$ cat src/rtl/pipe_hazard_tracker.sv
// pipe_hazard_tracker: forwarding, load-use stall and branch flush control for an in-order pipeline
// Ports: clk/reset (async, active-low); ValidD, Rs1D, Rs2D, RdD, RegWriteD, IsLoadD describe the D instruction;
//   PCSrcE is a taken branch resolved in E; StallF/StallD/FlushD/FlushE drive the F/D/E pipeline registers;
//   FwdAE/FwdBE select the E operand source (0 = register file, k = result of stage k);
//   StallCnt/FlushCnt are performance counters, present only when HAZARD_PERF_EN is defined (else tied to 0).
module pipe_hazard_tracker #(
  parameter int DEPTH          = 3,
  parameter int REG_ADDR_WIDTH = 5,
  parameter int LOAD_READY     = 2,
  parameter int CNT_WIDTH      = 32
) (
  input  logic                      clk,
  input  logic                      reset,
  input  logic                      ValidD,
  input  logic [REG_ADDR_WIDTH-1:0] Rs1D,
  input  logic [REG_ADDR_WIDTH-1:0] Rs2D,
  input  logic [REG_ADDR_WIDTH-1:0] RdD,
  input  logic                      RegWriteD,
  input  logic                      IsLoadD,
  input  logic                      PCSrcE,
  output logic                      StallF,
  output logic                      StallD,
  output logic                      FlushD,
  output logic                      FlushE,
  output logic [$clog2(DEPTH)-1:0]  FwdAE,
  output logic [$clog2(DEPTH)-1:0]  FwdBE,
  output logic [CNT_WIDTH-1:0]      StallCnt,
  output logic [CNT_WIDTH-1:0]      FlushCnt
);
  localparam int FW = $clog2(DEPTH);
  localparam int AW = REG_ADDR_WIDTH;
  logic [DEPTH-1:0] v_q, v_d, we_q, we_d, ld_q, ld_d, wr;
  logic [DEPTH-1:0][AW-1:0] rd_q, rd_d;
  logic [AW-1:0] rs1e_q, rs1e_d, rs2e_q, rs2e_d;
  logic lu, issue;
  always_comb begin
    for (int k = 0; k < DEPTH; k++) wr[k] = v_q[k] && we_q[k] && (rd_q[k] != '0);
  end
  // a load younger than LOAD_READY-1 cannot yet feed a consumer entering E next cycle
  always_comb begin
    lu = 1'b0;
    for (int j = 0; j < LOAD_READY - 1; j++)
      lu = lu || (wr[j] && ld_q[j] && (rd_q[j] == Rs1D || rd_q[j] == Rs2D));
    lu = lu && ValidD;
  end
  // scan oldest to youngest so the youngest match wins; a too-young load match forces 0
  always_comb begin
    FwdAE = '0;
    FwdBE = '0;
    for (int k = DEPTH - 1; k >= 1; k--) begin
      if (wr[k] && rd_q[k] == rs1e_q) FwdAE = (ld_q[k] && k < LOAD_READY) ? '0 : FW'(k);
      if (wr[k] && rd_q[k] == rs2e_q) FwdBE = (ld_q[k] && k < LOAD_READY) ? '0 : FW'(k);
    end
    if (!v_q[0]) begin
      FwdAE = '0;
      FwdBE = '0;
    end
  end
  // a taken branch makes D wrong-path, so the flush overrides the stall
  assign StallF = lu && !PCSrcE;
  assign StallD = StallF;
  assign FlushD = PCSrcE;
  assign FlushE = PCSrcE || lu;
  assign issue  = ValidD && !FlushE;
  always_comb begin
    v_d    = {v_q[DEPTH-2:0], issue};
    we_d   = {we_q[DEPTH-2:0], issue && RegWriteD};
    ld_d   = {ld_q[DEPTH-2:0], issue && IsLoadD};
    rd_d   = {rd_q[DEPTH-2:0], (issue ? RdD : {AW{1'b0}})};
    rs1e_d = issue ? Rs1D : '0;
    rs2e_d = issue ? Rs2D : '0;
  end
  always_ff @(posedge clk or negedge reset) begin
    if (!reset) begin
      v_q    <= '0;
      we_q   <= '0;
      ld_q   <= '0;
      rd_q   <= '0;
      rs1e_q <= '0;
      rs2e_q <= '0;
    end else begin
      v_q    <= v_d;
      we_q   <= we_d;
      ld_q   <= ld_d;
      rd_q   <= rd_d;
      rs1e_q <= rs1e_d;
      rs2e_q <= rs2e_d;
    end
  end
`ifdef HAZARD_PERF_EN
  logic [CNT_WIDTH-1:0] stall_cnt_q, stall_cnt_d, flush_cnt_q, flush_cnt_d;
  always_comb begin
    stall_cnt_d = stall_cnt_q + CNT_WIDTH'(StallD);
    flush_cnt_d = flush_cnt_q + CNT_WIDTH'(FlushD);
  end
  always_ff @(posedge clk or negedge reset) begin
    if (!reset) begin
      stall_cnt_q <= '0;
      flush_cnt_q <= '0;
    end else begin
      stall_cnt_q <= stall_cnt_d;
      flush_cnt_q <= flush_cnt_d;
    end
  end
  assign StallCnt = stall_cnt_q;
  assign FlushCnt = flush_cnt_q;
`else
  assign StallCnt = '0;
  assign FlushCnt = '0;
`endif
endmodule

$ cat config.mk
export PLATFORM = sky130hd
export DESIGN_NAME = pipe_hazard_tracker
export DESIGN_NICKNAME = d
export VERILOG_FILES = /design/src/rtl/pipe_hazard_tracker.sv
export SDC_FILE = /design/constraint.sdc
export NUM_CORES = 1
export LEC_CHECK = 0
export BUFFER_PORTS_ARGS = -buffer_cell sky130_fd_sc_hd__buf_2
export CAP_MARGIN = 20
export CORE_MARGIN = 4
export CORE_UTILIZATION = 45
export CTS_CLUSTER_SIZE = 30
export DETAILED_ROUTE_END_ITERATION = 12
export GPL_TIMING_DRIVEN = 0
export PLACE_DENSITY = 0.78
export SLEW_MARGIN = 30
export SYNTH_ARGS = -nofsm -noshare
export SYNTH_HDL_FRONTEND = slang
export SYNTH_SLANG_ARGS = --single-unit
$ cat constraint.sdc
create_clock -name clk -period 1.6 [get_ports clk]
set_input_delay 0.08 -clock clk [delete_from_list [all_inputs] [get_ports clk]]
set_output_delay 0.08 -clock clk [all_outputs]
set_load 0.01 [all_outputs]
-- Yosys cells after proc, flatten, opt, wreduce, memory -nomap -nowiden
Index checks and enable logic that the tools add are counted.
- register bits after elaboration: 33
- input port bits: 21
- output and inout port bits: 72
- logic and storage cells: 48
- equality and inequality tests: 6
- muxes and demuxes: 10
- reduce and logical (&&, ||, !) cells: 24
- operators by type and width (operator ; number):
    $eq 5x5->1 ; 6
    $logic_and 1x1->1 ; 17
    $mux 5 ; 3
    $reduce_bool 5->1 ; 3
    $mux 2 ; 6
    $logic_not 1->1 ; 2
    $logic_or 1x1->1 ; 2
    $mux 1 ; 1

-- Logic depth before layout (Yosys ltp)
Gate-level depths: netlist of run 1.
- depth after elaboration: 9
- gate-level depth with buffers: 6
- gate-level depth less buffers: 4

-- Worst setup path after synthesis of run 1
No wires, ideal clock.
- kind: register to output
- start point: register rd_q (netlist bit rd_d[9])
- end point: output port StallF
- data arrival time: 1.364 ns
- data required time: 1.520 ns
- path slack: 0.156 ns
- cell stages (with the launch flop): 7
- path buffers: 2
- cells stage by stage: dfrtp_1 -> xnor2_1 -> nand3_1 -> o22ai_1 -> buf_2 -> and3b_1 -> buf_4
- cells in the longest elaborated chain, start to end: 6
- elaborated cells between the ends (all ways): 9
- those cells by class: 2 x eq/ne; 7 x reduce/logical
- ends and longest elaborated chain (element ; line ; text):
    start, declared ; 33 ; logic [DEPTH-1:0][AW-1:0] rd_q, rd_d;
    start signal, assigned ; 85 ; rd_q <= rd_d;
    $reduce_bool 5->1 ; 37 ; for (int k = 0; k < DEPTH; k++) wr[k] = v_q[k] && we_q[k] && (rd_q[k] != '0);
    $logic_and 1x1->1 ; 37 ;
    $logic_and 1x1->1 ; 43 ; lu = lu || (wr[j] && ld_q[j] && (rd_q[j] == Rs1D || rd_q[j] == Rs2D));
    $logic_and 1x1->1 (*) ; 43 ;
    $logic_and 1x1->1 (*) ; 44 ; lu = lu && ValidD;
    $logic_and 1x1->1 (*) ; 60 ; assign StallF = lu && !PCSrcE;
    end, declared ; 21 ; output logic StallF,
Every way passes the cells marked *; elsewhere a longest branch is shown, timed or not.

-- Final worst setup path of run 1
- start point: register rd_q[11] (netlist bit)
- end point: output port FwdAE[1]
- cells in the longest elaborated chain, start to end: 6
- elaborated cells between the ends (all ways): 7
- those cells by class: 1 x eq/ne; 3 x mux; 3 x reduce/logical
- ends and longest elaborated chain (element ; line ; text):
    $reduce_bool 5->1 ; 37 ;
    $logic_and 1x1->1 ; 37 ;
    $logic_and 1x1->1 (*) ; 51 ; if (wr[k] && rd_q[k] == rs1e_q) FwdAE = (ld_q[k] && k < LOAD_READY) ? '0 : FW'(k);
    $mux 2 (*) (2 in a row) ; 51 ;
    $mux 2 (*) ; 54 ; if (!v_q[0]) begin
    end, declared ; 25 ; output logic [$clog2(DEPTH)-1:0] FwdAE,
Marks and branches as above.

==> results of run 1 <==
## power by group
| part | leakage [nW] | switching, mW | internal [mW] | total (mW) |
|---|---|---|---|---|
| clock | 0.0395 | 0.264 | 0.308 | 0.572 |
| combinational | 0.992 | 0.181 | 0.201 | 0.382 |
| sequential | 0.442 | 0.0326 | 0.868 | 0.900 |
## layer usage
metal | vias to the layer above | GRT usage | part of all wire
li1 | 734 | - | -
met1 | 609 | 0.168 | 0.39
met2 | 60 | 0.236 | 0.51
met3 | 5 | 0.0356 | 0.079
met4 | 0 | 0.0483 | 0.015
met5 | - | 0 | 0
## flip-flops by register name (all words and copies together) (netlist names)
register,flops
ld_q,2
rd_d,10
rd_q,5
rs1e_q,5
rs2e_q,5
v_q,3
we_q,3
## worst max-delay path by stage
stage	slack [ns]	start	cells past startpoint	end
2_1_floorplan	0.16	rd_d[9]$_DFF_PN0_	6	StallF
5_1_grt	-0.32	rd_q[11]$_DFF_PN0_	5	FwdBE[1]
3_5_place_dp	-0.009	rd_d[9]$_DFF_PN0_	7	StallF
4_1_cts	-0.27	rd_q[11]$_DFF_PN0_	5	FwdAE[1]
6_report	-0.25	rd_q[11]$_DFF_PN0_	5	FwdAE[1]
3_3_place_gp	0.003	rd_d[9]$_DFF_PN0_	7	StallF
## worst max-delay path, stage by stage, from the launching register on
cell,delay (ns)
dfrtp_1,0.39
or4_4,0.55
o2111ai_4,0.21
nor4_1,0.10
o31a_1,0.11
buf_2,0.14
## cell type report
cell class	count	area [sq um]	share of cell area
sequential	33	826	0.316
buffer	72	528	0.202
clock buffer	8	80.1	0.0307
multi-input combinational	156	857	0.328
tap	50	62.6	0.0240
timing repair buffer	41	258	0.0987
## cell usage in the layout, fill, tap and decap left out, drive strengths merged, types with 8 or more instances in the layout
cell type	netlist	layout
a21oi	18	18
clkbuf	3	11
conb	1	64
buf	69	106
xor2	8	8
nand2	19	19
xnor2	22	22
dfrtp	33	33
## cells by family after synthesis
logic type | Yosys count
AO/OA/AOI/OAI | 25
flip-flops | 33
AND/OR/NAND/NOR | 37
other | 1
XOR/XNOR | 30
buffers and inverters | 72
## metrics by stage
step / power, mW / utilization / cells / hold WS (ns) / setup slack (ns)
after floorplan: 1.19 / - / 261 / -0.216 / 0.156
after global placement: 1.25 / 0.584 / 339 / 0.154 / 0.00305
after detailed placement: 1.26 / 0.584 / 339 / 0.155 / -0.00899
after CTS: 1.86 / 0.636 / 360 / 0.000146 / -0.275
after global routing: 1.96 / 0.639 / 360 / 0.0220 / -0.321
final: 1.85 / 0.639 / 360 / 0.00812 / -0.250
## timing repair
action | in CTS | in global routing
endpoints found under the hold margin | 36 | 0
endpoints found under the setup margin | 7 | 7
buffers inserted | 9 | 0
pin swaps | 9 | 2
hold buffers | 4 | 0
resized for setup | 8 | 1
==> metrics.cfg, run 1 <==
[run_status]
status=finished with violations
violations=negative setup slack

[timing]
fin_crit_sh=1.16
fmax_mhz=540
fin_crit_ns=1.85
tightest_slew_ns=0.695
setup_viol=7
finClkSkew_ns=0.00643
max_slew_margin=0.536
finalSetupTns_ns=-1.06
hold_viol=0
maxSlewViolCount=0
finalWorstSetupSlack_ns=-0.250
rsz0062_at_grt=yes

[global_route]
antenna_found_initial=0
grt_pass1_wl_mm=5.73
grt_max_degree=34
grt_usage=0.138
grt_pass1_vias=1243
grt_overflow_total=0

[critical_path]
start_kind=flop
worst-setup-path-type=flop to primary output
r2r-start=rd_d[6]$_DFF_PN0_
path_max_fanout=2
rrSetupSlack_ns=0.16
worstRegToRegCells=7
r2r_end=v_q[0]$_DFF_PN0_
cp.arrival_ns=1.77
cp.required_ns=1.52
crit_path_end_kind=primary output

[placed_design]
port_buffers=28
hpwl_mm=2.86
dpl_cell_area_sq_mm=0.00239
gp_congestion=0.874

[routing]
route.detailed.drc=0
wl_mm=3.68
detail-route-antenna-nets=0
drt-initial-drc-count=16
drt_pass1_iterations=4
num_vias=1408
avgViaCountPerCell=3.91
drt-wirelength-per-cell_um=10.2

[hold_path]
hold_path_class=input port to flop
hold_depth=3
min_from=RdD[1]
min_to=rd_d[6]$_DFF_PN0_

[clock_network]
cts_tree=yes
clk_latency_ns=0.28
cts_buffer_depth=2
root_buffer=clkbuf_8
clk_pin_slew_worst_paths_ns=0.06
htreeDepth=2
cts_buffers=5
clock-sinks=33

[yosys]
synth_top_flop_cell=dfrtp_1
synth_seq_cells=33
synth_commonest_cells=buf_4 (66), dfrtp_1 (33), xnor2_1 (22), nand2_1 (19), a21oi_1 (18)
synth_compound_area_frac=0.0790
synth_cells=198
async_flop_share=1.00
synthAdderAreaFrac=0
synthesis.area_sq_mm=0.00195
synthSimpleGateAreaFrac=0.0919
yosysMostFrequentCell=buf_4
muxShareOfSynthArea=0
synth_area_leaders=dfrtp_1 (42%), buf_4 (25%), xnor2_1 (9.9%)
synthXorXnorAreaFrac=0.135
synth_cell_types=25
yosys_warnings=0
synth_top_family_by_area=buffers and inverters
netlist.top_cell.by_area=dfrtp_1
ys_seq_area_frac=0.424
yosysTopAreaCellShare=0.424
synth_edf_count=0
syn_avg_cell_area_sq_um=9.83

[power_and_ir_drop]
irDropWorstVdd_mv=0.940
p_leak_nw=1.47
powerDensity_mw_per_mm2=710

[layout]
nets=330
n_antenna_cell=0
drive_gt1_frac=0.371
fillers=326
stdcell_area_sq_mm=0.00261
area_delta_synth_final_pct=34.1

[floorplan]
die_h_um=73.8
die_x_um=73.8
start_util=0.476
dieArea_sq_mm=0.00544
core_sq_mm=0.00409
ios=93
fp-row-count=23

[run]
maxCapViolCount=0

(Power assumes the default switching activity.)
==> run 2: changes to the inputs <==
PLACE_DENSITY = 0.87   (was 0.78)
==> metrics.cfg, run 2 (synthesis gave the netlist of run 1 again) <==
[run_status]
status=finished with violations
violations=negative setup slack

[placed_design]
dpl.cell_count=339  ; unchanged
port_buffers=28  ; unchanged
hpwl_mm=2.89  ; +1.1%
gp_congestion=0.856  ; -2.1%

[routing]
wl_mm=3.80  ; +3.3%
detail-route-antenna-nets=0  ; unchanged
num_vias=1449  ; +2.9%
drt_pass1_iterations=5  ; +1
route.detailed.drc=0  ; unchanged
drt-wirelength-per-cell_um=10.4  ; +1.6%
drt-initial-drc-count=56  ; +40
avgViaCountPerCell=3.96  ; +1.2%

[timing]
fin_crit_ns=1.85  ; -0.00145 ns
rsz0062_at_grt=yes
fmax_mhz=541  ; about the same
finClkSkew_ns=0.00603  ; -0.000400 ns
finalWorstSetupSlack_ns=-0.249  ; +0.00145 ns
setup_viol=7  ; unchanged
whs_ns=0.0151  ; +0.00703 ns
max_slew_margin=0.540  ; +0.00331
fin_crit_sh=1.16  ; about the same
tightest_slew_ns=0.690  ; -0.00497 ns
hold_viol=0  ; unchanged
maxSlewViolCount=0  ; unchanged

[global_route]
antenna_found_initial=0  ; unchanged
grt_max_degree=34  ; unchanged
grt_overflow_total=0  ; unchanged
grt_usage=0.148  ; +0.0100
grt_pass1_wl_mm=6.12  ; +6.8%
grt_pass1_vias=1303  ; +4.8%

[clock_network]
cts_buffer_depth=2  ; unchanged
clk_latency_ns=0.28  ; about the same
cts_tree=yes
cts_buffers=5  ; unchanged
htreeDepth=2  ; unchanged
clock-sinks=33  ; unchanged
clk_pin_slew_worst_paths_ns=0.06  ; about the same
root_buffer=clkbuf_8

[floorplan]
dieArea_sq_mm=0.00544  ; unchanged
die_x_um=73.8  ; unchanged
start_util=0.476  ; unchanged
ios=93  ; unchanged
die_h_um=73.8  ; unchanged
core_sq_mm=0.00409  ; unchanged
fp-row-count=23  ; unchanged

[hold_path]
hold_depth=3  ; unchanged
hold_path_class=input port to flop
min_to=ld_q[0]$_DFF_PN0_
min_from=IsLoadD

[layout]
mostFrequentLayoutCell=buf_4
area_delta_synth_final_pct=37.3
final_cells=366  ; +1.7%
final_core_util=0.654  ; +0.0150
n_antenna_cell=0  ; unchanged
largest_reg_flops=10  ; unchanged
drive_gt1_frac=0.392  ; +0.0214
regArea_sq_um=828  ; +0.30%
final_cell_mix=buf_4 (79), conb_1 (64), dfrtp_1 (31), buf_2 (29), xnor2_1 (22)
fillers=326  ; unchanged
nets=336  ; +1.8%
multiInputGateArea_sq_um=863  ; +0.73%

[run]
maxCapViolCount=0  ; unchanged

[power_and_ir_drop]
powerDensity_mw_per_mm2=705  ; -0.81%
irDropWorstVdd_mv=0.600  ; -36%
p_leak_nw=1.51  ; +2.2%

[critical_path]
start_kind=flop
r2r-start=rd_d[6]$_DFF_PN0_
worstRegToRegCells=7  ; unchanged
cp.arrival_ns=1.77  ; about the same
max_stage_delay_ns=0.55  ; about the same
cp_cell_sequence=or4_4 -> o2111ai_4 -> nor4_1 -> o31a_1 -> buf_2
crit_path_end_kind=primary output
path_max_fanout=2  ; unchanged
cp.required_ns=1.52  ; about the same
r2r_end=v_q[0]$_DFF_PN0_
cpMaxStageDelayCell=or4_4
worst-setup-path-type=flop to primary output
rrSetupSlack_ns=0.14  ; -0.02 ns

==> run 2: report_power, final <==
group / leakage [nW] / switching (mW) / total, mW / internal (mW)
logic: 1.02 / 0.186 / 0.395 / 0.209
registers: 0.439 / 0.0335 / 0.901 / 0.868
clock network: 0.0450 / 0.286 / 0.587 / 0.301
==> run 2: worst max-delay path by stage <==
stage	slack [ns]	end	from	cells past startpoint
global route	-0.33	FwdBE[1]	rd_q[12]$_DFF_PN0_	5
finish	-0.25	FwdBE[1]	rd_q[12]$_DFF_PN0_	5
CTS	-0.27	FwdBE[1]	rd_q[12]$_DFF_PN0_	5
global placement	0.02	FwdAE[1]	rd_q[11]$_DFF_PN0_	5
floorplan	0.16	StallF	rd_d[9]$_DFF_PN0_	6
detailed placement	-0.03	StallF	rd_d[5]$_DFF_PN0_	7
==> run 2: area by class of cell <==
type                            instances  area share
Buffer                                 72       0.198
Clock buffer                            6      0.0272
Clock inverter                          2     0.00375
Multi-Input combinational cell        156       0.323
Sequential cell                        33       0.310
Tap cell                               50      0.0234
Timing Repair Buffer                   47       0.115
==> run 2: per-layer routing <==
layer / track usage / wire length, um / up-vias
li1: - / - / 751
met1: 0.189 / 1500 / 631
met2: 0.231 / 1910 / 60
met3: 0.0451 / 318 / 7
met4: 0.0664 / 70 / 0
met5: 0 / 0 / -
==> run 2: timing repair <==
| item | CTS | global route |
|---|---|---|
| endpoints found under the hold margin | 38 | 0 |
| resized for setup | 9 | 3 |
| pin swaps | 9 | 2 |
| endpoints found under the setup margin | 7 | 7 |
| cloned | 0 | 0 |
| buffers inserted | 10 | 3 |
| hold buffers | 6 | 0 |
==> run 2: metrics by stage <==
stage / power, mW / setup TNS, ns / setup WS, ns / cell area [sq um]
6_report: 1.88 / -1.30 / -0.249 / 2670
5_1_grt: 2.00 / -1.78 / -0.331 / 2670
4_1_cts: 1.89 / -1.34 / -0.274 / 2640
3_5_place_dp: 1.26 / -0.0324 / -0.0324 / 2390
3_3_place_gp: 1.25 / 0 / 0.0158 / 2390
2_1_floorplan: 1.19 / 0 / 0.156 / 2180
==> run 2: critical path: cells and delay by family, from the launching register on <==
family                 cells  cell delay [ns]
AO/OA/AOI/OAI              2             0.32
buffers and inverters      1             0.14
flip-flops                 1             0.39
AND/OR/NAND/NOR            2             0.64
==> run 3: changes to the inputs <==
CELL_PAD_IN_SITES_DETAIL_PLACEMENT = 1   (was not set)
CELL_PAD_IN_SITES_GLOBAL_PLACEMENT = 2   (was not set)
CORE_UTILIZATION = 26   (was 45)
PLACE_DENSITY = 0.88   (was 0.87)
clock period = 2.1 ns   (was 1.6 ns; I/O delays follow)
==> metrics.cfg, run 3 (synthesis gave the netlist of run 1 again) <==
[run_status]
status=finished, final reports clean

[layout]
nets=318  ; -5.4%
largest_reg_flops=10  ; unchanged
drive_gt1_frac=0.359  ; -0.0333
mostFrequentLayoutCell=buf_4
final_core_util=0.356  ; -0.298
final_cell_mix=buf_4 (67), conb_1 (64), dfrtp_1 (33), buf_2 (30), xnor2_1 (22)
stdcell_area_sq_mm=0.00258  ; -3.3%
area_delta_synth_final_pct=32.7
fillers=900  ; +180%
n_antenna_cell=0  ; unchanged

[critical_path]
rrSetupSlack_ns=0.68  ; +0.54 ns
cp_cell_sequence=or3_1 -> o311a_1 -> nand4_1 -> o31a_1 -> buf_2
cp.arrival_ns=1.83  ; +0.06 ns
crit_path_end_kind=primary output
worst-setup-path-type=flop to primary output
max_stage_delay_ns=0.44  ; -0.11 ns
r2r_end=rs2e_q[3]$_DFF_PN0_
cpMaxStageDelayCell=dfrtp_1
r2r-start=rd_d[5]$_DFF_PN0_
worstRegToRegCells=5  ; -2
start_kind=flop
cp.required_ns=2.00  ; +0.48 ns
path_max_fanout=4  ; +2

[global_route]
antenna_found_initial=0  ; unchanged
grt_pass1_vias=1442  ; +11%
grt_usage=0.0977  ; -0.0507
grt_pass1_wl_mm=6.89  ; +13%
grt_max_degree=34  ; unchanged
grt_overflow_total=0  ; unchanged

[timing]
finalWorstSetupSlack_ns=0.161  ; +0.409 ns
finClkSkew_ns=0.00600  ; -0.0000337 ns
setup_viol=0  ; -7
finalSetupTns_ns=0  ; +1.30 ns
fin_crit_ns=1.94
whs_ns=0.0316  ; +0.0164 ns
rsz0062_at_grt=no
fin_crit_sh=0.923
hold_viol=0  ; unchanged
max_slew_margin=0.521  ; -0.0184
tightest_slew_ns=0.718  ; +0.0276 ns
fmax_mhz=516
maxSlewViolCount=0  ; unchanged

[clock_network]
cts_buffer_depth=2  ; unchanged
post_cts.repair.setup_buffers=0  ; -10
cts_buffers=5  ; unchanged
clk_pin_slew_worst_paths_ns=0.07  ; about the same
clock-sinks=33  ; unchanged
cts_tree=yes
clk_latency_ns=0.28  ; about the same
root_buffer=clkbuf_8
htreeDepth=2  ; unchanged

[routing]
route.detailed.drc=0  ; unchanged
num_vias=1419  ; -2.1%
wl_mm=4.48  ; +18%
drt_pass1_iterations=4  ; -1
detail-route-antenna-nets=0  ; unchanged
drt-initial-drc-count=26  ; -54%
drt-wirelength-per-cell_um=11.3  ; +8.6%
avgViaCountPerCell=3.57  ; -9.7%

[run]
maxCapViolCount=0  ; unchanged

[floorplan]
fp-row-count=31  ; +35%
die_h_um=94.5  ; +28%
core_sq_mm=0.00725  ; +77%
ios=93  ; unchanged
start_util=0.268  ; -0.208
die_x_um=94.5  ; +28%
dieArea_sq_mm=0.00894  ; +64%

[hold_path]
hold_path_class=input port to flop
min_from=RdD[1]
min_to=rd_d[6]$_DFF_PN0_
hold_depth=3  ; unchanged

[power_and_ir_drop]
p_leak_nw=1.43  ; -5.0%
irDropWorstVdd_mv=0.502  ; -16%
powerDensity_mw_per_mm2=607  ; -14%

[placed_design]
port_buffers=28  ; unchanged
place_ws_ns=0.389  ; +0.421 ns
dpl_cell_area_sq_mm=0.00245  ; +2.6%
hpwl_mm=3.72  ; +29%
gp_congestion=0.847  ; -0.99%

## run 3: changes by cell type in the layout (fill, tap and decap cells not counted), sizes merged
cell | previous run | this run
bufinv | 0 | 1
buf | 110 | 97
clkbuf | 9 | 10
dlygate4sd3 | 6 | 1
clkinv | 2 | 0
## run 3: where the power goes
group,switching [mW],internal (mW),total (mW)
registers,0.0285,0.661,0.689
clock network,0.215,0.387,0.602
logic,0.139,0.138,0.277
total,0.382,1.19,1.57
## run 3: area by class of cell
class                      instances  area (sq um)  share of cell area
multi-input combinational        156           842               0.326
sequential                        33           826               0.320
buffer                            72           526               0.203
timing repair buffer              29           150              0.0581
tap                               99           124              0.0479
clock buffer                       7          86.3              0.0334
clock inverter                     1          30.0              0.0116
## run 3: critical path, delay by kind of cell, from the launching register on
family,cells,cell delay [ns]
AO/OA/AOI/OAI,2,0.47
buffers and inverters,1,0.13
flip-flops,1,0.44
AND/OR/NAND/NOR,2,0.51
## run 3: worst max-delay path by stage
stage	startpoint	endpoint	slack, ns
floorplan	rd_d[9]$_DFF_PN0_	StallF	0.63
global placement	rd_d[6]$_DFF_PN0_	StallF	0.45
detailed placement	rd_d[5]$_DFF_PN0_	StallF	0.39
CTS	rd_d[5]$_DFF_PN0_	StallF	0.06
global route	rd_d[6]$_DFF_PN0_	StallF	0.04
finish	rd_d[12]$_DFF_PN0_	FwdAE[1]	0.16
## run 3: routing by layer
| metal | share of wire | global-route usage | wire, um |
|---|---|---|---|
| met1 | 0.39 | 0.106 | 1730 |
| met4 | 0.00089 | 0.0180 | 4 |
| met2 | 0.54 | 0.193 | 2410 |
| met3 | 0.072 | 0.0215 | 324 |
| met5 | 0 | 0 | 0 |
## run 3: metrics by stage
step	total power, mW	instances
final	1.57	397
after global routing	1.65	397
after CTS	1.57	397
after detailed placement	0.968	388
after global placement	0.959	388
after floorplan	0.904	261
## run 3: timing repair
action / CTS / global route
endpoints found under the setup margin: 0 / 1
endpoints found under the hold margin: 33 / 0
resized for setup: 0 / 5
hold buffers: 1 / 0
